==> src/rtl/uart_cmd_ctrl_pkg.sv <==
// Shared types and byte constants for the UART command controller:
// parser state encoding, frame/response markers and error codes.
package uart_cmd_pkg;

  typedef enum logic [2:0] {
    ST_IDLE,
    ST_CMD,
    ST_ADDR,
    ST_DATA,
    ST_CHK,
    ST_EXEC,
    ST_RESP
  } state_e;

  localparam logic [7:0] SOF      = 8'hA5;
  localparam logic [7:0] CMD_WR   = 8'h57;
  localparam logic [7:0] CMD_RD   = 8'h52;
  localparam logic [7:0] RSP_OK   = 8'h4B;
  localparam logic [7:0] RSP_ERR  = 8'h45;

  localparam logic [7:0] ERR_NONE = 8'h00;
  localparam logic [7:0] ERR_CHK  = 8'h01;
  localparam logic [7:0] ERR_CMD  = 8'h02;
  localparam logic [7:0] ERR_ADDR = 8'h03;

  function automatic logic [7:0] calc_chk(input logic [7:0] cmd,
                                          input logic [7:0] addr,
                                          input logic [7:0] data);
    return cmd ^ addr ^ data;
  endfunction

endpackage

==> src/rtl/uart_cmd_ctrl_if.sv <==
// Byte-stream handshake between the UART block and the command controller:
// RX byte strobe in, TX FIFO push out with FIFO-full backpressure.
interface uart_cmd_if;

  logic       i_rx_valid;
  logic [7:0] i_rx_data;
  logic       i_tx_full;
  logic       o_tx_push;
  logic [7:0] o_tx_data;

  modport slave (
    input  i_rx_valid,
    input  i_rx_data,
    input  i_tx_full,
    output o_tx_push,
    output o_tx_data
  );

  modport master (
    output i_rx_valid,
    output i_rx_data,
    output i_tx_full,
    input  o_tx_push,
    input  o_tx_data
  );

endinterface

==> src/rtl/uart_cmd_ctrl_cfg_regfile.sv <==
// Bank of 8-bit configuration registers with one write port, one read port
// and a flattened view of every register for the video path.
module cfg_regfile #(
  parameter int NUM_REGS = 8
) (
  input  logic                  clk,
  input  logic                  reset,
  input  logic                  wr_en,
  input  logic [7:0]            wr_addr,
  input  logic [7:0]            wr_data,
  input  logic [7:0]            rd_addr,
  output logic [7:0]            rd_data,
  output logic [NUM_REGS*8-1:0] cfg
);

  logic [7:0] regs_q [NUM_REGS];
  logic [7:0] regs_d [NUM_REGS];

  always_comb begin
    for (int k = 0; k < NUM_REGS; k++) begin
      regs_d[k] = regs_q[k];
      if (wr_en && (int'(wr_addr) == k)) begin
        regs_d[k] = wr_data;
      end
    end
  end

  always_ff @(posedge clk or negedge reset) begin
    if (!reset) begin
      for (int k = 0; k < NUM_REGS; k++) begin
        regs_q[k] <= '0;
      end
    end else begin
      for (int k = 0; k < NUM_REGS; k++) begin
        regs_q[k] <= regs_d[k];
      end
    end
  end

  // Out-of-range read addresses return zero; the caller rejects them anyway.
  always_comb begin
    rd_data = '0;
    for (int k = 0; k < NUM_REGS; k++) begin
      if (int'(rd_addr) == k) begin
        rd_data = regs_q[k];
      end
    end
  end

  for (genvar g = 0; g < NUM_REGS; g++) begin : g_flat
    assign cfg[g*8 +: 8] = regs_q[g];
  end

endmodule

==> src/rtl/uart_cmd_ctrl.sv <==
// UART command controller: parses SOF/CMD/ADDR/DATA/CHK frames, executes
// register reads/writes and returns a 3-byte response through the TX FIFO.
module uart_cmd_ctrl
  import uart_cmd_pkg::*;
#(
  parameter int NUM_REGS       = 8,
  parameter int TIMEOUT_CYCLES = 1_000_000
) (
  input  logic                  clk,
  input  logic                  reset,
  uart_cmd_if.slave             uart,
  output logic [NUM_REGS*8-1:0] o_cfg,
  output logic                  o_cfg_update,
  output logic                  o_busy,
  output logic                  o_frame_err
);

  localparam int TW = (TIMEOUT_CYCLES > 2) ? $clog2(TIMEOUT_CYCLES) : 1;

  state_e     state_q, state_d;
  logic [7:0] cmd_q, cmd_d;
  logic [7:0] addr_q, addr_d;
  logic [7:0] data_q, data_d;
  logic [7:0] chk_q, chk_d;
  logic [7:0] rsp0_q, rsp0_d;
  logic [7:0] rsp1_q, rsp1_d;
  logic [7:0] rsp2_q, rsp2_d;
  logic [1:0] idx_q, idx_d;
  logic [TW-1:0] tmo_q, tmo_d;

  logic       parsing;
  logic       tmo_fire;
  logic [7:0] err_code;
  logic       exec_err;
  logic       wr_en;
  logic [7:0] rd_data;

  cfg_regfile #(
    .NUM_REGS(NUM_REGS)
  ) u_regs (
    .clk    (clk),
    .reset  (reset),
    .wr_en  (wr_en),
    .wr_addr(addr_q),
    .wr_data(data_q),
    .rd_addr(addr_q),
    .rd_data(rd_data),
    .cfg    (o_cfg)
  );

  // Timeout wins over a byte arriving in the same cycle, so that byte is lost.
  always_comb begin
    parsing  = (state_q == ST_CMD) || (state_q == ST_ADDR) ||
               (state_q == ST_DATA) || (state_q == ST_CHK);
    tmo_fire = parsing && (tmo_q == TW'(TIMEOUT_CYCLES - 1));
  end

  always_comb begin
    if (chk_q != calc_chk(cmd_q, addr_q, data_q)) begin
      err_code = ERR_CHK;
    end else if ((cmd_q != CMD_WR) && (cmd_q != CMD_RD)) begin
      err_code = ERR_CMD;
    end else if (int'(addr_q) >= NUM_REGS) begin
      err_code = ERR_ADDR;
    end else begin
      err_code = ERR_NONE;
    end
    exec_err = (err_code != ERR_NONE);
    wr_en    = (state_q == ST_EXEC) && !exec_err && (cmd_q == CMD_WR);
  end

  always_ff @(posedge clk or negedge reset) begin
    if (!reset) begin
      state_q <= ST_IDLE;
    end else begin
      state_q <= state_d;
    end
  end

  always_comb begin
    state_d = state_q;
    unique case (state_q)
      ST_IDLE: if (uart.i_rx_valid && (uart.i_rx_data == SOF)) state_d = ST_CMD;
      ST_CMD:  if (tmo_fire) state_d = ST_IDLE; else if (uart.i_rx_valid) state_d = ST_ADDR;
      ST_ADDR: if (tmo_fire) state_d = ST_IDLE; else if (uart.i_rx_valid) state_d = ST_DATA;
      ST_DATA: if (tmo_fire) state_d = ST_IDLE; else if (uart.i_rx_valid) state_d = ST_CHK;
      ST_CHK:  if (tmo_fire) state_d = ST_IDLE; else if (uart.i_rx_valid) state_d = ST_EXEC;
      ST_EXEC: state_d = ST_RESP;
      ST_RESP: if (!uart.i_tx_full && (idx_q == 2'd2)) state_d = ST_IDLE;
      default: state_d = ST_IDLE;
    endcase
  end

  always_comb begin
    cmd_d  = cmd_q;
    addr_d = addr_q;
    data_d = data_q;
    chk_d  = chk_q;
    rsp0_d = rsp0_q;
    rsp1_d = rsp1_q;
    rsp2_d = rsp2_q;
    idx_d  = idx_q;
    tmo_d  = '0;
    if (parsing && !tmo_fire) begin
      if (uart.i_rx_valid) begin
        unique case (state_q)
          ST_CMD:  cmd_d  = uart.i_rx_data;
          ST_ADDR: addr_d = uart.i_rx_data;
          ST_DATA: data_d = uart.i_rx_data;
          ST_CHK:  chk_d  = uart.i_rx_data;
          default: ;
        endcase
      end else begin
        tmo_d = tmo_q + TW'(1);
      end
    end
    // Read data is captured here, before a write in this cycle could land.
    if (state_q == ST_EXEC) begin
      idx_d = 2'd0;
      if (exec_err) begin
        rsp0_d = RSP_ERR;
        rsp1_d = err_code;
        rsp2_d = 8'h00;
      end else begin
        rsp0_d = RSP_OK;
        rsp1_d = addr_q;
        rsp2_d = (cmd_q == CMD_WR) ? data_q : rd_data;
      end
    end
    if ((state_q == ST_RESP) && !uart.i_tx_full) begin
      idx_d = idx_q + 2'd1;
    end
  end

  always_ff @(posedge clk or negedge reset) begin
    if (!reset) begin
      cmd_q  <= '0;
      addr_q <= '0;
      data_q <= '0;
      chk_q  <= '0;
      rsp0_q <= '0;
      rsp1_q <= '0;
      rsp2_q <= '0;
      idx_q  <= '0;
      tmo_q  <= '0;
    end else begin
      cmd_q  <= cmd_d;
      addr_q <= addr_d;
      data_q <= data_d;
      chk_q  <= chk_d;
      rsp0_q <= rsp0_d;
      rsp1_q <= rsp1_d;
      rsp2_q <= rsp2_d;
      idx_q  <= idx_d;
      tmo_q  <= tmo_d;
    end
  end

  always_comb begin
    uart.o_tx_push = (state_q == ST_RESP) && !uart.i_tx_full;
    uart.o_tx_data = 8'h00;
    if (state_q == ST_RESP) begin
      unique case (idx_q)
        2'd0:    uart.o_tx_data = rsp0_q;
        2'd1:    uart.o_tx_data = rsp1_q;
        default: uart.o_tx_data = rsp2_q;
      endcase
    end
    o_busy       = (state_q != ST_IDLE);
    o_cfg_update = wr_en;
    o_frame_err  = tmo_fire || ((state_q == ST_EXEC) && exec_err);
  end

endmodule

==> src/flat_wrapper.sv <==
// flat-port wrapper written by rule: the top's interface ports become plain ports
module uart_cmd_ctrl_flat import uart_cmd_pkg::*;
#(
  parameter int NUM_REGS       = 8,
  parameter int TIMEOUT_CYCLES = 1_000_000
)
  (clk, reset, o_cfg, o_cfg_update, o_busy, o_frame_err, uart_i_rx_valid, uart_i_rx_data, uart_i_tx_full, uart_o_tx_push, uart_o_tx_data);
  uart_cmd_if uart_i ();
  input  logic clk;
  input  logic reset;
  output logic [NUM_REGS*8-1:0] o_cfg;
  output logic o_cfg_update;
  output logic o_busy;
  output logic o_frame_err;
  input wire logic [$bits(uart_i.i_rx_valid)-1:0] uart_i_rx_valid;
  input wire logic [$bits(uart_i.i_rx_data)-1:0] uart_i_rx_data;
  input wire logic [$bits(uart_i.i_tx_full)-1:0] uart_i_tx_full;
  output wire logic [$bits(uart_i.o_tx_push)-1:0] uart_o_tx_push;
  output wire logic [$bits(uart_i.o_tx_data)-1:0] uart_o_tx_data;
  assign uart_i.i_rx_valid = uart_i_rx_valid;
  assign uart_i.i_rx_data = uart_i_rx_data;
  assign uart_i.i_tx_full = uart_i_tx_full;
  assign uart_o_tx_push = uart_i.o_tx_push;
  assign uart_o_tx_data = uart_i.o_tx_data;
  uart_cmd_ctrl #(.NUM_REGS(NUM_REGS), .TIMEOUT_CYCLES(TIMEOUT_CYCLES)) u_core (.clk(clk), .reset(reset), .uart(uart_i), .o_cfg(o_cfg), .o_cfg_update(o_cfg_update), .o_busy(o_busy), .o_frame_err(o_frame_err));
endmodule
==> config.mk <==
export PLATFORM = sky130hd
export DESIGN_NAME = uart_cmd_ctrl_flat
export DESIGN_NICKNAME = d
export VERILOG_FILES = /design/src/rtl/uart_cmd_ctrl_pkg.sv /design/src/rtl/uart_cmd_ctrl_if.sv /design/src/rtl/uart_cmd_ctrl_cfg_regfile.sv /design/src/rtl/uart_cmd_ctrl.sv /design/src/flat_wrapper.sv
export SDC_FILE = /design/constraint.sdc
export NUM_CORES = 1
export LEC_CHECK = 0
export BUFFER_PORTS_ARGS = -buffer_cell sky130_fd_sc_hd__buf_4
export CAP_MARGIN = 10
export CORE_ASPECT_RATIO = 1.2
export CORE_UTILIZATION = 50
export CTS_CLUSTER_SIZE = 10
export DETAILED_ROUTE_END_ITERATION = 10
export GPL_TIMING_DRIVEN = 0
export PLACE_DENSITY_LB_ADDON = 0.12
export SETUP_SLACK_MARGIN = 0.05
export SLEW_MARGIN = 0
export SYNTH_ARGS = -nofsm -noshare
export SYNTH_HDL_FRONTEND = slang
export SYNTH_SLANG_ARGS = --single-unit
==> constraint.sdc <==
create_clock -name clk -period 3.59 [get_ports clk]
set_input_delay 0.5385 -clock clk [delete_from_list [all_inputs] [get_ports clk]]
set_output_delay 0.5385 -clock clk [all_outputs]
set_load 0.02 [all_outputs]
==> impl_metrics.py, run 1 <==
metrics = {
    "floorplan": {
        "dieArea_um2": 14500,
        "core_um2": 13800,
        "rows": 47,
        "die_x_um": 110,
        "dieHeight_um": 132,
        "start_util": 0.509,
        "io_pins": 88,
    },
    "power": {
        "cellPowerDensity_nw_per_um2": 671,
        "combPwrFrac": 0.346,
        "swShare": 0.362,
        "switchingPower_mw": 2.07,
        "p_clk_frac": 0.302,
        "ir_worst_vdd_uv": 429,
        "power_leakage_nw": 3.91,
        "pwr-share-seq": 0.352,
        "p_int_mw": 3.64,
    },
    "run_status": {
        "status": "completed",
    },
    "synthesis": {
        "synth_top_area_share": 0.500,
        "async_flop_share": 1.00,
        "avgSynthCellArea_um2": 11.7,
        "synth_top_area_cell": "dfrtp_1",
        "synthCells": 597,
        "syn-num-nets": 613,
        "synth_edf_count": 0,
        "synthTopCellsByArea": "dfrtp_1 50%, mux2_2 15%, xnor2_1 3.5%",
        "ys.warnings.count": 0,
        "netlist_area_um2": 7010,
        "ys_seq_elements": 140,
        "ys.flop_type": "dfrtp_1",
        "synth.distinct_cells": 62,
        "ys_seq_area_frac": 0.500,
    },
    "job": {
        "maxCapViolations": 0,
    },
    "sta": {
        "fin_crit_sh": 0.955,
        "max_freq_ghz": 0.292,
        "tns_ns": 0,
        "fin_skew_ns": 0.00617,
        "drv_slew": 0,
        "maxSlewHeadroom": 0.252,
        "setup_viol": 0,
        "tightestPinTransition_ns": 1.11,
        "finalCriticalPeriod_ns": 3.43,
        "rsz0062_at_grt": "no",
        "hold_viol_final": 0,
    },
    "clock_network": {
        "numClockSinks": 140,
        "ctsLongestPathBuffers": 2,
        "htreeDepth": 4,
        "cts_resized": 0,
        "cts_setup_buffers": 0,
        "clock_latency_ns": 0.42,
        "cts_root_buffer": "clkbuf_16",
        "ctsHoldBuffers": 0,
        "cts_buffers": 17,
        "cts_tree": "yes",
        "clk_pin_slew_ns": 0.06,
    },
    "final_layout": {
        "antenna_cells": 0,
        "final_layout_size_suffix_gt1_frac": 0.348,
        "finalCoreUtilization": 0.618,
        "area_delta_synth_final_pct": 21.3,
        "nNetsFinal": 721,
        "fillCellCount": 1153,
    },
    "place": {
        "gp_congestion": 0.844,
        "hpwl_mm": 12.8,
        "io_buffers": 87,
    },
    "global_routing": {
        "use_met2": 0.438,
        "grt_overflow_total": 0,
        "track_usage": 0.269,
        "antenna_found_initial": 0,
        "grt_util_met3": 0.0575,
        "grt_pass1_wl_mm": 29.1,
        "grt_busiest_layer": "met2",
        "grt_max_degree": 73,
        "grt_pass1_vias": 5333,
        "met1_usage": 0.346,
    },
    "setup_path": {
        "worstReg2RegEnd": "u_core.u_regs.cfg[62]",
        "cp-end-kind": "output port",
        "arrival_ns": 2.89,
        "cp-start-kind": "flip-flop",
        "rrSetupSlack_ns": 0.53,
        "cp_max_fo": 10,
        "rr_startpoint": "u_core.addr_q[5]",
        "reg2reg_depth": 7,
        "worst_ep_required_time_ns": 3.05,
        "criticalPathCategory": "reg -> out",
        "crit_path_end": "o_cfg_update",
        "crit_start": "u_core.addr_q[5]",
    },
    "route": {
        "drc": 0,
        "vias": 5212,
        "drt_iter0_drc": 410,
        "ant_nets": 0,
        "via_per_inst": 5.86,
        "first_pass_iters": 5,
        "wire_per_inst_um": 20.5,
        "routed_wl_mm": 18.2,
    },
    "hold_path": {
        "hold_class": "in -> async",
    },
}
metal layers:
metal,part of all wire,up-vias
li1,-,2370
met3,0.055,33
met5,0,-
met1,0.42,2641
met4,0.026,0
met2,0.50,168
Yosys cell counts (5+ instances only):
library cell / instances
mux2i_1: 11
a31oi_1: 9
clkbuf_1: 14
xnor2_1: 28
dlygate4sd3_1: 5
o21ai_0: 28
or2_2: 5
mux2_2: 93
nand2_1: 38
nor2b_1: 6
and2_1: 8
dfrtp_1: 140
a22oi_1: 13
buf_6: 5
o211ai_1: 5
xor2_1: 13
a21oi_1: 13
nor3_1: 6
nor2_1: 42
mux2_1: 5
nand3_1: 15
inv_1: 8
and3_1: 7
nand4_1: 8
power groups by stage:
stage / registers [mW] / logic [mW] / clock network (mW)
6_report: 2.01 / 1.97 / 1.72
5_1_grt: 2.04 / 2.12 / 1.82
4_1_cts: 2.01 / 1.96 / 1.76
3_5_place_dp: 2.04 / 1.94 / 0
3_3_place_gp: 2.02 / 1.90 / 0
2_1_floorplan: 1.98 / 1.42 / 0
placed cells by master, fill, tap and decap left out, types with 14 or more instances in the layout:
| cell | count |
|---|---|
| nor2_1 | 42 |
| o21ai_0 | 28 |
| buf_4 | 89 |
| nand2_1 | 38 |
| xnor2_1 | 28 |
| clkbuf_1 | 14 |
| clkbuf_16 | 17 |
| nand3_1 | 15 |
| dfrtp_1 | 140 |
| mux2_2 | 93 |
stage by stage:
| stage | cell area (µm²) | std cells | hold WS, ns | power (mW) | setup slack, ns |
|---|---|---|---|---|---|
| floorplan | 7010 | 597 | 0.243 | 3.40 | 0.861 |
| global placement | 7880 | 855 | 0.454 | 3.92 | 0.589 |
| detailed placement | 7910 | 856 | 0.456 | 3.97 | 0.546 |
| CTS | 8490 | 888 | 0.148 | 5.73 | 0.156 |
| global route | 8500 | 889 | 0.163 | 5.98 | 0.0572 |
| finish | 8500 | 889 | 0.127 | 5.70 | 0.161 |
layout make-up:
class                      instances  area, µm²  share of cell area
sequential                       140       3500               0.412
clock buffer                      18        439              0.0517
tap                              171        214              0.0252
inverter                           8       30.0             0.00353
clock inverter                    14        145              0.0171
timing repair buffer              89        692              0.0814
buffer                            32        216              0.0255
multi-input combinational        417       3260               0.383
critical path, stage by stage (launching register included):
cell and delay (ns):
dfrtp_1 0.40, or2_4 0.28, nor4_4 0.37, nand3_2 0.15, nor4_4 0.97, buf_4 0.29
worst min path at each step:
stage / end / slack, ns / depth (start not counted)
6_report: u_core.tmo_q[4] / 0.13 / 1
5_1_grt: u_core.tmo_q[4] / 0.16 / 1
4_1_cts: u_core.tmo_q[4] / 0.15 / 1
3_5_place_dp: u_core.rsp0_q[0] / 0.46 / 1
3_3_place_gp: u_core.rsp0_q[0] / 0.45 / 1
2_1_floorplan: u_core.addr_q[0] / 0.24 / 0
sequential cells by signal, summed over array words and instances (netlist names):
name and count:
u_core.u_regs.cfg 64, u_core.tmo_q 20, u_core.rsp0_q 3, u_core.chk_q 8, u_core.rsp1_q 8, u_core.state_q 3, u_core.cmd_q 8, u_core.idx_q 2
u_core.addr_q 8, u_core.data_q 8, u_core.rsp2_q 8
cells by family after synthesis:
| group | after synthesis | synth area share |
|---|---|---|
| buffers and inverters | 40 | 0.0352 |
| muxes | 112 | 0.183 |
| and+or+nand+nor | 172 | 0.145 |
| DFF | 140 | 0.500 |
| adders and majority gates | 4 | 0.00714 |
| AOI/OAI and AO/OA | 88 | 0.0793 |
| xor gates and xnor gates | 41 | 0.0512 |
Power figures use the tool's default switching activity.
==> inputs of run 2 (changes only) <==
CORE_MARGIN = 3   (was unset)
clock period = 3.6 ns   (was 3.59 ns; I/O delays follow)
==> run 2 against run 1 <==
Compared with the run above: die area up 6.8%; register-to-register slack better by 0.10 ns; sequential power about the same; combinational power down 2%; non-clock buffer count unchanged; power up 3.6%; global-route usage down 2.2 points; count of clock-buffer cells in the layout up 5; clock skew about the same; clock power up 15%; final cell count down 0.34%; critical path type unchanged; critical endpoint unchanged; largest cell class unchanged.
==> impl_metrics.py, run 2 (synthesis gave the netlist of run 1 again) <==
metrics = {
    "final_layout": {
        "area_delta_synth_final_pct": 22.4,
        "nNetsFinal": 721,
        "antenna_cells": 0,
        "fillCellCount": 1095,
        "largest_register_ffs": 64,
        "final_layout_size_suffix_gt1_frac": 0.345,
        "mostFrequentLayoutCells": "140 x dfrtp_1, 93 x mux2_2, 89 x buf_4",
        "final_area_um2": 8580,
        "final_common_cell": "dfrtp_1",
    },
    "power": {
        "pwr-share-seq": 0.339,
        "p_clk_frac": 0.334,
        "switchingPower_mw": 2.01,
        "fin_total_pwr_mw": 5.91,
        "combPwrFrac": 0.327,
        "cellPowerDensity_nw_per_um2": 689,
        "p_int_mw": 3.90,
        "swShare": 0.341,
        "ir_worst_vdd_uv": 370,
        "power_leakage_nw": 3.95,
    },
    "route": {
        "vias": 5151,
        "drc": 0,
        "ant_nets": 0,
        "routed_wl_mm": 18.2,
        "wire_per_inst_um": 20.5,
        "drt_iter0_drc": 304,
        "via_per_inst": 5.81,
        "first_pass_iters": 5,
    },
    "sta": {
        "finalCriticalPeriod_ns": 3.33,
        "tightestPinTransition_ns": 1.10,
        "maxSlewHeadroom": 0.266,
        "max_freq_ghz": 0.300,
        "fin_skew_ns": 0.00643,
        "fin_crit_sh": 0.925,
        "setup_ws_ns": 0.269,
        "rsz0062_at_grt": "no",
        "setup_viol": 0,
        "tns_ns": 0,
        "drv_slew": 0,
        "hold_viol_final": 0,
        "hold_ws_ns": 0.0567,
    },
    "clock_network": {
        "cts_root_buffer": "clkbuf_16",
        "htreeDepth": 4,
        "clock_latency_ns": 0.42,
        "cts_tree": "yes",
        "ctsLongestPathBuffers": 2,
        "numClockSinks": 140,
        "cts_resized": 0,
        "cts_setup_buffers": 0,
        "clk_pin_slew_ns": 0.06,
        "cts_buffers": 17,
        "ctsHoldBuffers": 0,
    },
    "global_routing": {
        "grt_max_degree": 92,
        "grt_overflow_total": 0,
        "grt_util_met3": 0.0652,
        "grt_busiest_layer": "met2",
        "met1_usage": 0.298,
        "grt_pass1_vias": 5398,
        "use_met2": 0.419,
        "grt_pass1_wl_mm": 29.3,
        "track_usage": 0.247,
        "antenna_found_initial": 0,
    },
    "setup_path": {
        "rr_startpoint": "u_core.addr_q[5]",
        "cp_max_fo": 10,
        "rrSetupSlack_ns": 0.63,
        "criticalPathCategory": "reg -> out",
        "arrival_ns": 2.79,
        "critPathMostFrequentCell": "nor4_4",
        "worst_ep_required_time_ns": 3.06,
        "cp-start-kind": "flip-flop",
        "path_cells": "or2_4 > nor4_4 > nand3_2 > nor4_4 > buf_4",
        "cpLargestDelayFamily": "simple AND/OR/NAND/NOR gates",
        "slowest_stage": "nor4_4",
        "max_stage_delay_ns": 0.79,
        "cp-end-kind": "output port",
        "path_buf_inv": 1,
        "crit_start": "u_core.addr_q[5]",
    },
    "place": {
        "hpwl_mm": 12.9,
        "io_buffers": 87,
        "placed_area_um2": 7910,
        "gp_congestion": 0.892,
        "dp_slack_ns": 0.488,
    },
    "job": {
        "maxCapViolations": 0,
    },
    "hold_path": {
        "hold_class": "in -> async",
    },
    "floorplan": {
        "dieArea_um2": 15500,
        "start_util": 0.520,
        "rows": 46,
        "dieHeight_um": 136,
        "io_pins": 88,
        "die_x_um": 114,
        "core_um2": 13500,
    },
    "run_status": {
        "status": "completed",
    },
}
-- run 2: final cells by class --
type | instances | area [µm²] | share of cell area
plain buffers | 32 | 216 | 0.0252
clock buffers | 23 | 488 | 0.0569
clock inverters | 9 | 181 | 0.0211
inverters | 8 | 30.0 | 0.00350
multi-input cells | 417 | 3260 | 0.380
flip-flops and latches | 140 | 3500 | 0.408
well taps | 168 | 210 | 0.0245
repair buffers | 89 | 689 | 0.0804
-- run 2: worst paths after layout --
path                                         end  cells past startpoint
max in group asynchronous  u_core.u_regs.cfg[63]                      2
hold / removal                  u_core.data_q[4]                      1
hold reg to reg                 u_core.rsp0_q[0]                      1
setup reg to reg           u_core.u_regs.cfg[59]                      7
min in group clk                u_core.addr_q[2]                      3
setup / recovery                    o_cfg_update                      5
-- run 2: per-stage QoR --
step	cells	utilization
after global placement	852	0.585
after CTS	886	0.637
final	886	0.637
after floorplan	597	-
after detailed placement	854	0.587
after global routing	886	0.637
-- run 2: worst reg2reg max path: cells and delay by family, from the launching register on --
family | cells | cell delay (ns)
flops | 1 | 0.40
mux | 1 | 0.34
simple gates | 5 | 1.91
buf+inv | 1 | 0.19
-- run 2: power by group through the flow --
stage	clock network, mW	logic [mW]	registers, mW
final	1.97	1.93	2.01
after global routing	2.07	2.11	2.04
after CTS	1.99	1.93	2.01
after detailed placement	0	1.92	2.03
after global placement	0	1.89	2.02
after floorplan	0	1.41	1.98
-- run 2: metal layers --
metal	vias up	part of all wire	wire length [µm]
li1	2377	-	-
met1	2589	0.40	7300
met2	156	0.52	9390
met3	29	0.053	956
met4	0	0.030	552
met5	-	0	0
